==> src/rtl/apuf_pkg.sv <==
// Shared definitions for the arbiter-PUF response sampler: FSM state
// encoding and the default sizing used when the top is instantiated bare.
package apuf_pkg;

    // Default number of arbiter channels (response bits).
    localparam int APUF_N_CH       = 8;
    // Default number of evaluations voted per response (odd).
    localparam int APUF_N_EVAL     = 7;
    // Default settle time after launch, in clk cycles (covers the synchroniser).
    localparam int APUF_SETTLE_CYC = 4;

    // Sampler FSM states.
    typedef enum logic [2:0] {
        ST_IDLE   = 3'd0,
        ST_LAUNCH = 3'd1,
        ST_WAIT   = 3'd2,
        ST_SAMPLE = 3'd3,
        ST_DONE   = 3'd4
    } apuf_state_t;

endpackage : apuf_pkg

==> src/rtl/apuf_sync2.sv <==
// One-bit two-flop synchroniser for an arbiter latch output. Both stages
// reset to 1, the idle level of the arbiters, so a freshly reset sampler
// never sees a spurious 0 before the chain has flushed.
module apuf_sync2 (
    input  logic clk,
    input  logic rst,
    input  logic d,
    output logic q
);

    logic stage1_reg;
    logic stage2_reg;

    // Shift the asynchronous input through two flops every cycle.
    always_ff @(posedge clk) begin
        if (rst) begin
            stage1_reg <= 1'b1;
            stage2_reg <= 1'b1;
        end else begin
            stage1_reg <= d;
            stage2_reg <= stage1_reg;
        end
    end

    assign q = stage2_reg;

endmodule : apuf_sync2

==> src/rtl/apuf_resp_sampler.sv <==
// Multi-channel arbiter-PUF response sampler. Each run fires N_EVAL launch
// pulses, samples every synchronised arbiter output SETTLE_CYC cycles after
// each launch, counts the ones per channel, and publishes a majority-voted
// response word together with a per-bit "all samples agreed" flag.
module apuf_resp_sampler
    import apuf_pkg::*;
#(
    parameter int N_CH       = APUF_N_CH,
    parameter int N_EVAL     = APUF_N_EVAL,
    parameter int SETTLE_CYC = APUF_SETTLE_CYC,
    parameter int CNT_W      = $clog2(N_EVAL + 1)
) (
    input  logic            clk,
    input  logic            rst,
    input  logic            start,
    input  logic [N_CH-1:0] arb_in,
    output logic            launch,
    output logic            busy,
    output logic            done,
    output logic [N_CH-1:0] response,
    output logic [N_CH-1:0] stable
);

    // The wait counter only ever holds SETTLE_CYC-1 down to 0.
    localparam int WAIT_W = (SETTLE_CYC > 2) ? $clog2(SETTLE_CYC) : 1;
    // The eval index only ever holds 0 .. N_EVAL-1.
    localparam int IDX_W  = (N_EVAL > 1) ? $clog2(N_EVAL) : 1;

    localparam logic [WAIT_W-1:0] WAIT_LOAD = WAIT_W'(SETTLE_CYC - 1);
    localparam logic [IDX_W-1:0]  LAST_IDX  = IDX_W'(N_EVAL - 1);
    localparam logic [CNT_W-1:0]  HALF_CNT  = CNT_W'(N_EVAL / 2);
    localparam logic [CNT_W-1:0]  FULL_CNT  = CNT_W'(N_EVAL);

    apuf_state_t                  state_reg;
    logic [WAIT_W-1:0]            wait_cnt_reg;
    logic [IDX_W-1:0]             eval_idx_reg;
    logic [N_CH-1:0][CNT_W-1:0]   cnt_reg;

    // Per-channel count including the sample being taken this cycle; the
    // vote is formed from this so the final SAMPLE is part of the result.
    logic [N_CH-1:0][CNT_W-1:0]   cnt_next;
    logic [N_CH-1:0]              sync_q;
    logic [N_CH-1:0]              resp_next;
    logic [N_CH-1:0]              stable_next;

    // Per-channel synchroniser, ones-accumulator and vote.
    for (genvar gi = 0; gi < N_CH; gi++) begin : g_ch
        apuf_sync2 u_sync (
            .clk (clk),
            .rst (rst),
            .d   (arb_in[gi]),
            .q   (sync_q[gi])
        );

        assign cnt_next[gi]    = cnt_reg[gi] + CNT_W'(sync_q[gi]);
        assign resp_next[gi]   = (cnt_next[gi] > HALF_CNT);
        assign stable_next[gi] = (cnt_next[gi] == '0) || (cnt_next[gi] == FULL_CNT);
    end

    // Sequencer: launch, settle, sample, repeat N_EVAL times, then publish.
    // All outputs are registered and change on the edge that enters the
    // state they describe.
    always_ff @(posedge clk) begin
        if (rst) begin
            state_reg    <= ST_IDLE;
            wait_cnt_reg <= '0;
            eval_idx_reg <= '0;
            cnt_reg      <= '0;
            launch       <= 1'b0;
            busy         <= 1'b0;
            done         <= 1'b0;
            response     <= '0;
            stable       <= '0;
        end else begin
            launch <= 1'b0;
            done   <= 1'b0;
            case (state_reg)
                ST_IDLE: begin
                    if (start) begin
                        cnt_reg      <= '0;
                        eval_idx_reg <= '0;
                        launch       <= 1'b1;
                        busy         <= 1'b1;
                        state_reg    <= ST_LAUNCH;
                    end
                end
                ST_LAUNCH: begin
                    wait_cnt_reg <= WAIT_LOAD;
                    state_reg    <= ST_WAIT;
                end
                ST_WAIT: begin
                    if (wait_cnt_reg == '0) begin
                        state_reg <= ST_SAMPLE;
                    end else begin
                        wait_cnt_reg <= wait_cnt_reg - 1'b1;
                    end
                end
                ST_SAMPLE: begin
                    cnt_reg <= cnt_next;
                    if (eval_idx_reg == LAST_IDX) begin
                        response  <= resp_next;
                        stable    <= stable_next;
                        done      <= 1'b1;
                        state_reg <= ST_DONE;
                    end else begin
                        eval_idx_reg <= eval_idx_reg + 1'b1;
                        launch       <= 1'b1;
                        state_reg    <= ST_LAUNCH;
                    end
                end
                ST_DONE: begin
                    busy      <= 1'b0;
                    state_reg <= ST_IDLE;
                end
                default: begin
                    busy      <= 1'b0;
                    state_reg <= ST_IDLE;
                end
            endcase
        end
    end

endmodule : apuf_resp_sampler

==> config.mk <==
export PLATFORM = sky130hd
export DESIGN_NAME = apuf_resp_sampler
export DESIGN_NICKNAME = d
export VERILOG_FILES = /design/src/rtl/apuf_pkg.sv /design/src/rtl/apuf_sync2.sv /design/src/rtl/apuf_resp_sampler.sv
export SDC_FILE = /design/constraint.sdc
export NUM_CORES = 1
export LEC_CHECK = 0
export ABC_AREA = 1
export CAP_MARGIN = 10
export CORE_MARGIN = 2
export CORE_UTILIZATION = 30
export CTS_CLUSTER_DIAMETER = 40
export DETAILED_ROUTE_END_ITERATION = 7
export GPL_ROUTABILITY_DRIVEN = 0
export SYNTH_ARGS = -nofsm -noshare
export SYNTH_HDL_FRONTEND = slang
export SYNTH_SLANG_ARGS = --single-unit
export TNS_END_PERCENT = 5
==> constraint.sdc <==
create_clock -name clk -period 1.3 [get_ports clk]
set_input_delay 0.26 -clock clk [delete_from_list [all_inputs] [get_ports clk]]
set_output_delay 0.26 -clock clk [all_outputs]
set_load 0.01 [all_outputs]
# Word-level counts from Yosys, hierarchy flattened
# Index checks and enable logic that the tools add are counted.
[totals]
ff_bits = 67
inputBits = 11
out_inout_bits = 19
elab_cells = 113
[classes]
addsub = 10
order_cmp = 8
n_eq_ne = 16
mux = 17
bitwise = 2
reduce_logical = 28
[op_table]
columns = ["cell", "count"]
rows = [
  ["24-bit one-hot mux with 2 select lines", 1],
  ["3-bit equality test (second input constant)", 9],
  ["3-bit logical NOT", 9],
  ["3-bit by 1-bit adder with 3-bit output", 8],
  ["3-bit by 2-bit > comparator with 1-bit output (second input constant)", 8],
  ["24-bit two-way mux", 1],
  ["3-bit two-way mux", 5],
  ["3-bit one-hot mux with 4 select lines", 1],
  ["2-bit AND reduction", 5],
  ["1-bit logical OR", 8],
  ["2-bit inequality test (second input constant)", 4],
  ["3-bit by 2-bit equality test with 1-bit output (second input constant)", 2],
  ["3-bit one-hot mux with 2 select lines", 1],
  ["1-bit two-way mux", 4],
  ["1-bit one-hot mux with 2 select lines", 2],
  ["2-bit one-hot mux with 2 select lines", 1],
  ["2-bit nonzero test", 2],
  ["3-bit by 1-bit adder with 3-bit output (second input constant)", 1],
  ["3-bit by 1-bit equality test with 1-bit output (second input constant)", 1],
  ["3-bit AND reduction", 1],
  ["3-bit OR reduction", 1],
  ["2-bit logical NOT", 1],
  ["2-bit two-way mux", 1],
  ["1-bit NOT", 2],
  ["other kinds (2)", 2],
]

# Logic depth before layout (Yosys ltp)
[depth]
ltp_word = 4
ltp_mapped = 8
depth_no_buf = 8

# Hierarchy
# Synthesis repeated with hierarchy kept, for this count alone.
[hier_totals]
cells_unflattened = 393
area_unflattened_um2 = 2954.1
[modules_own_cells]
columns = ["mod", "n_inst", "cells_per_inst", "area_per_inst_um2", "seq_area_each_um2"]
rows = [
  ["apuf_resp_sampler", 1, 337, 2483.6, 1021.0],
  ["apuf_sync2", 8, 7, 58.8, 40.0],
]

# Worst setup path after synthesis
# OpenSTA, ideal clock, no wires.
[synth_timing]
path_type = "reg-to-reg"
from = "register cnt_reg[12] (netlist name)"
to = "register stable[4]"
t_arrival_ns = 1.250
slack_ns = -0.015
stages_incl_launch_ff = 7
period_less_slack_ns = 1.315
path_cell_list = "dfxtp_1 > ha_1 > ha_1 > or2_2 > nor2_1 > nor2_1 > nor2_1"
[synth_between]
elab_chain_cells = 3
elab_cells_between_ends = 4
classes_between = "add/sub: 1; eq/ne: 1; reduce/logical: 2"
[synth_rtl]
columns = ["element", "line", "text"]
rows = [
  ["from (decl)", "apuf_resp_sampler.sv:37", "logic [N_CH-1:0][CNT_W-1:0] cnt_reg;"],
  ["from (signal assigned)", "apuf_resp_sampler.sv:99", "cnt_reg <= cnt_next;"],
  ["3-bit by 1-bit adder with 3-bit output *", "apuf_resp_sampler.sv:55", "assign cnt_next[gi] = cnt_reg[gi] + CNT_W'(sync_q[gi]);"],
  ["3-bit equality test / 3-bit logical NOT (equally long branches)", "apuf_resp_sampler.sv:57", "assign stable_next[gi] = (cnt_next[gi] == '0) || (cnt_next[gi] == FULL_CNT);"],
  ["1-bit logical OR *", "apuf_resp_sampler.sv:57", ""],
  ["to (signal assigned)", "apuf_resp_sampler.sv:102", "stable <= stable_next;"],
  ["to (decl)", "apuf_resp_sampler.sv:21", "output logic [N_CH-1:0] stable"],
]
# Mark *: on every way between the ends. The rest lies on a longest branch, timed or not.
# A chain may end at the register's enable or synchronous reset.

# Worst setup path in the final report
[layout_timing]
from = "register cnt_reg[18] (netlist name)"
to = "register stable[6]"
# The elaborated chain is that of the path after synthesis.

==> impl_results.md <==
* Status: complete, but fails checks
* Failing checks: setup timing
* Peak VDD IR at 0.000453 V
* Worst-Skew Late Latency at ~350 ps
* DR WL/cell at 10.9 um
* Post-Synthesis Cells at 371
* Area grow syn2layout at 35.4%
* Synth unique cells at 18
* Slew Limit Fails at 0
* Max Clock Skew at 13.6 ps
* Rows at 35
* Leakage at around 1.6 nW
* Post-Syn Area at ~2900 um^2
* Core area at 9330 um^2
* DR iter-0 viols at 83
* Normalized max-slew margin at 0.788
* Drt total wl at 6130 um
* Drt drc at 0
* Required @ worst endpoint at approximately 1600 ps
* Crit path kind: reg -> reg
* Vias in the first global route at about 2,300
* Antenna diode count at 0
* Initial antenna violation count at 0
* Num ports at 30
* Met2 WL at 2900 um
* 1st-pass router iterations at 4
* PD cells at 1110 nW/um^2
* DR WL met3 at between 150 and 200 um
* Layout cell share with drive strength beyond 1 at 0.285
* Simple-gate share of the synthesized area at 0.300
* Arrival @ worst endpoint at between 1500 and 2000 ps
* Final setup margin at -2.61 ps
* Synth Area in Adders at 0.0818
* Dpl hpwl at slightly above 4000 um
* Die ar. at 10,500 um^2
* Crit. End Element: flip-flop
* Die X at 102 um
* Max Cap Violations at 0
* Root buffer cell: clkbuf_8
* Type of origin of the critical path: flip-flop
* Synthesized flop and latch total at 67
* Top sig layer: met4
* First-pass GRT wire length at 10,200 um
* Syn Nets at 401
* Largest net degree at the start of global routing at 26
* Syn. warnings at 0
* Maximum fanout along the worst path at 2
* Port Buffers at 29
* Nets@finish at 460
* Via density at 4.39
* FMAX at 768 MHz
* Worst-path clk slew at roughly 80 ps
* CTS tree: yes
* Fillers at 910
* Slew @ Worst Pin at 319 ps
* Sequential share of the synthesized area at 0.461
* # setup viols final at 1
* Worst Hold Class: in -> reg
* Global route overflow at 0
* Hold Fails Final Rpt at 0
* CTS Sinks at 67
* Compound-Gate Fraction of Synth Area at 0.0861
* Fin Hold WS at 303 ps
* Largest family of logic cells by synthesized area: simple AND/OR/NAND/NOR gates
* Gr usage total at 0.123
* Initial Util at 0.312
* Final core utilization at 0.422
* CTS max path bufs at 2
* Via count at ~2,500
* Synthesized area per cell at 7.84 um^2
* Fin crit share at 1.00
* Die Y at 102 um
* Synth Area in XOR/XNOR at 0
* H-Tree Depth at 3
* Unrepaired setup endpoints after global routing: yes
* Total CTS buffers at 9
* Wl on met1 at 2980 um
* Max reg flops at 24
* Mux contribution to synthesized area at 0
* DRT antenna net count at 0
* Tmin final at roughly 1300 ps
[synthesized netlist by cell type (all sizes together)]
| cell type | count | area, um^2 |
|---|---|---|
| a21oi | 38 | 190 |
| and2 | 8 | 50.1 |
| buf | 9 | 58.8 |
| clkbuf | 6 | 22.5 |
| dfxtp | 67 | 1340 |
| ha | 19 | 238 |
| inv | 33 | 124 |
| nand2 | 82 | 308 |
| nand3 | 31 | 173 |
| nand4 | 8 | 50.1 |
| nor2 | 34 | 143 |
| o21ai | 12 | 60.1 |
| or2 | 24 | 150 |
[timing repair]
| item | CTS | global route |
|---|---|---|
| hold buffers | 0 | 0 |
| setup buffers | 0 | 4 |
| endpoints found under the hold margin | 0 | 0 |
| pin swaps | 5 | 25 |
| cloned | 0 | 0 |
| gates resized for setup | 24 | 52 |
| endpoints found under the setup margin | 34 | 40 |
[layout make-up]
| cell class | count | area, um^2 | share of cell area |
|---|---|---|---|
| Clock buffer | 12 | 155 | 0.0394 |
| Clock inverter | 4 | 48.8 | 0.0124 |
| Inverter | 33 | 124 | 0.0315 |
| Multi-Input combinational cell | 256 | 1560 | 0.396 |
| Sequential cell | 67 | 1360 | 0.346 |
| Tap cell | 129 | 161 | 0.0410 |
| Timing Repair Buffer | 63 | 528 | 0.134 |
[kinds of logic after synthesis]
kind of cell / after synthesis
buf+inv: 48
compound gates: 50
simple gates: 187
flops: 67
fa+ha+maj: 19
[per-stage QoR]
step | worst slack (ps) | area (um^2) | power [mW] | instances | TNS [ps]
6_report | -2.61 | 3940 | 4.38 | 564 | -2.61
5_1_grt | -87.9 | 3940 | 4.60 | 564 | -447
4_1_cts | -89.6 | 3700 | 4.40 | 560 | -354
3_5_place_dp | -99.5 | 3500 | 2.62 | 544 | -2330
3_3_place_gp | -88.0 | 3500 | 2.61 | 544 | -2030
2_1_floorplan | 2.67 | 2910 | 2.47 | 371 | 0
[worst max-delay path, stage by stage, from the launching register on]
cell and delay (ps):
dfxtp_2 320, ha_1 190, ha_1 280, or2_2 270
nor2_1 80, nor2_1 50, nor2_1 70
[cells in the final DEF (no fill, tap or decap)]
cell             instances
dfxtp_1                 53
nand3_1                 29
ha_2                     4
clkinv_2                 2
inv_2                    2
clkinv_4                 1
dlygate4sd2_1           19
or2_2                   21
nand2_2                  2
buf_6                    3
buf_2                    1
and2_1                   5
nand2_4                  1
nand3_2                  1
clkdlybuf4s50_1          9
nand4_1                  8
dfxtp_4                  1
nor2_2                   9
bufinv_16                1
clkbuf_1                 1
ha_1                     4
nor2_4                   2
nand3_4                  1
buf_4                   31
nor2_1                  23
dfxtp_2                 13
and2_4                   3
clkbuf_8                11
o21ai_0                 12
or2_4                    3
inv_1                   31
ha_4                    11
nand2_1                 79
a21oi_1                 38
[power breakdown]
part | total, mW | switching, mW | internal, mW
Clock | 1.77 | 0.783 | 0.988
Combinational | 0.451 | 0.239 | 0.211
Sequential | 2.16 | 0.0396 | 2.12
[per-layer routing]
layer | global-route usage | vias up
met5 | 0 | -
met4 | 0.0677 | 0
li1 | - | 1311
met3 | 0.0185 | 10
met2 | 0.206 | 36
met1 | 0.152 | 1121
[final timing paths]
kind                           end                 startpoint  slack (ps)  cells past startpoint
setup reg to reg         stable[6]                cnt_reg[18]          -3                      6
setup / recovery         stable[6]                cnt_reg[18]          -3                      6
hold / removal         cnt_reg[20]                        rst         300                      2
hold reg to reg   g_ch[5].u_sync.q  g_ch[5].u_sync.stage1_reg         410                      1
No activity file was read; power rests on OpenSTA's default activity.
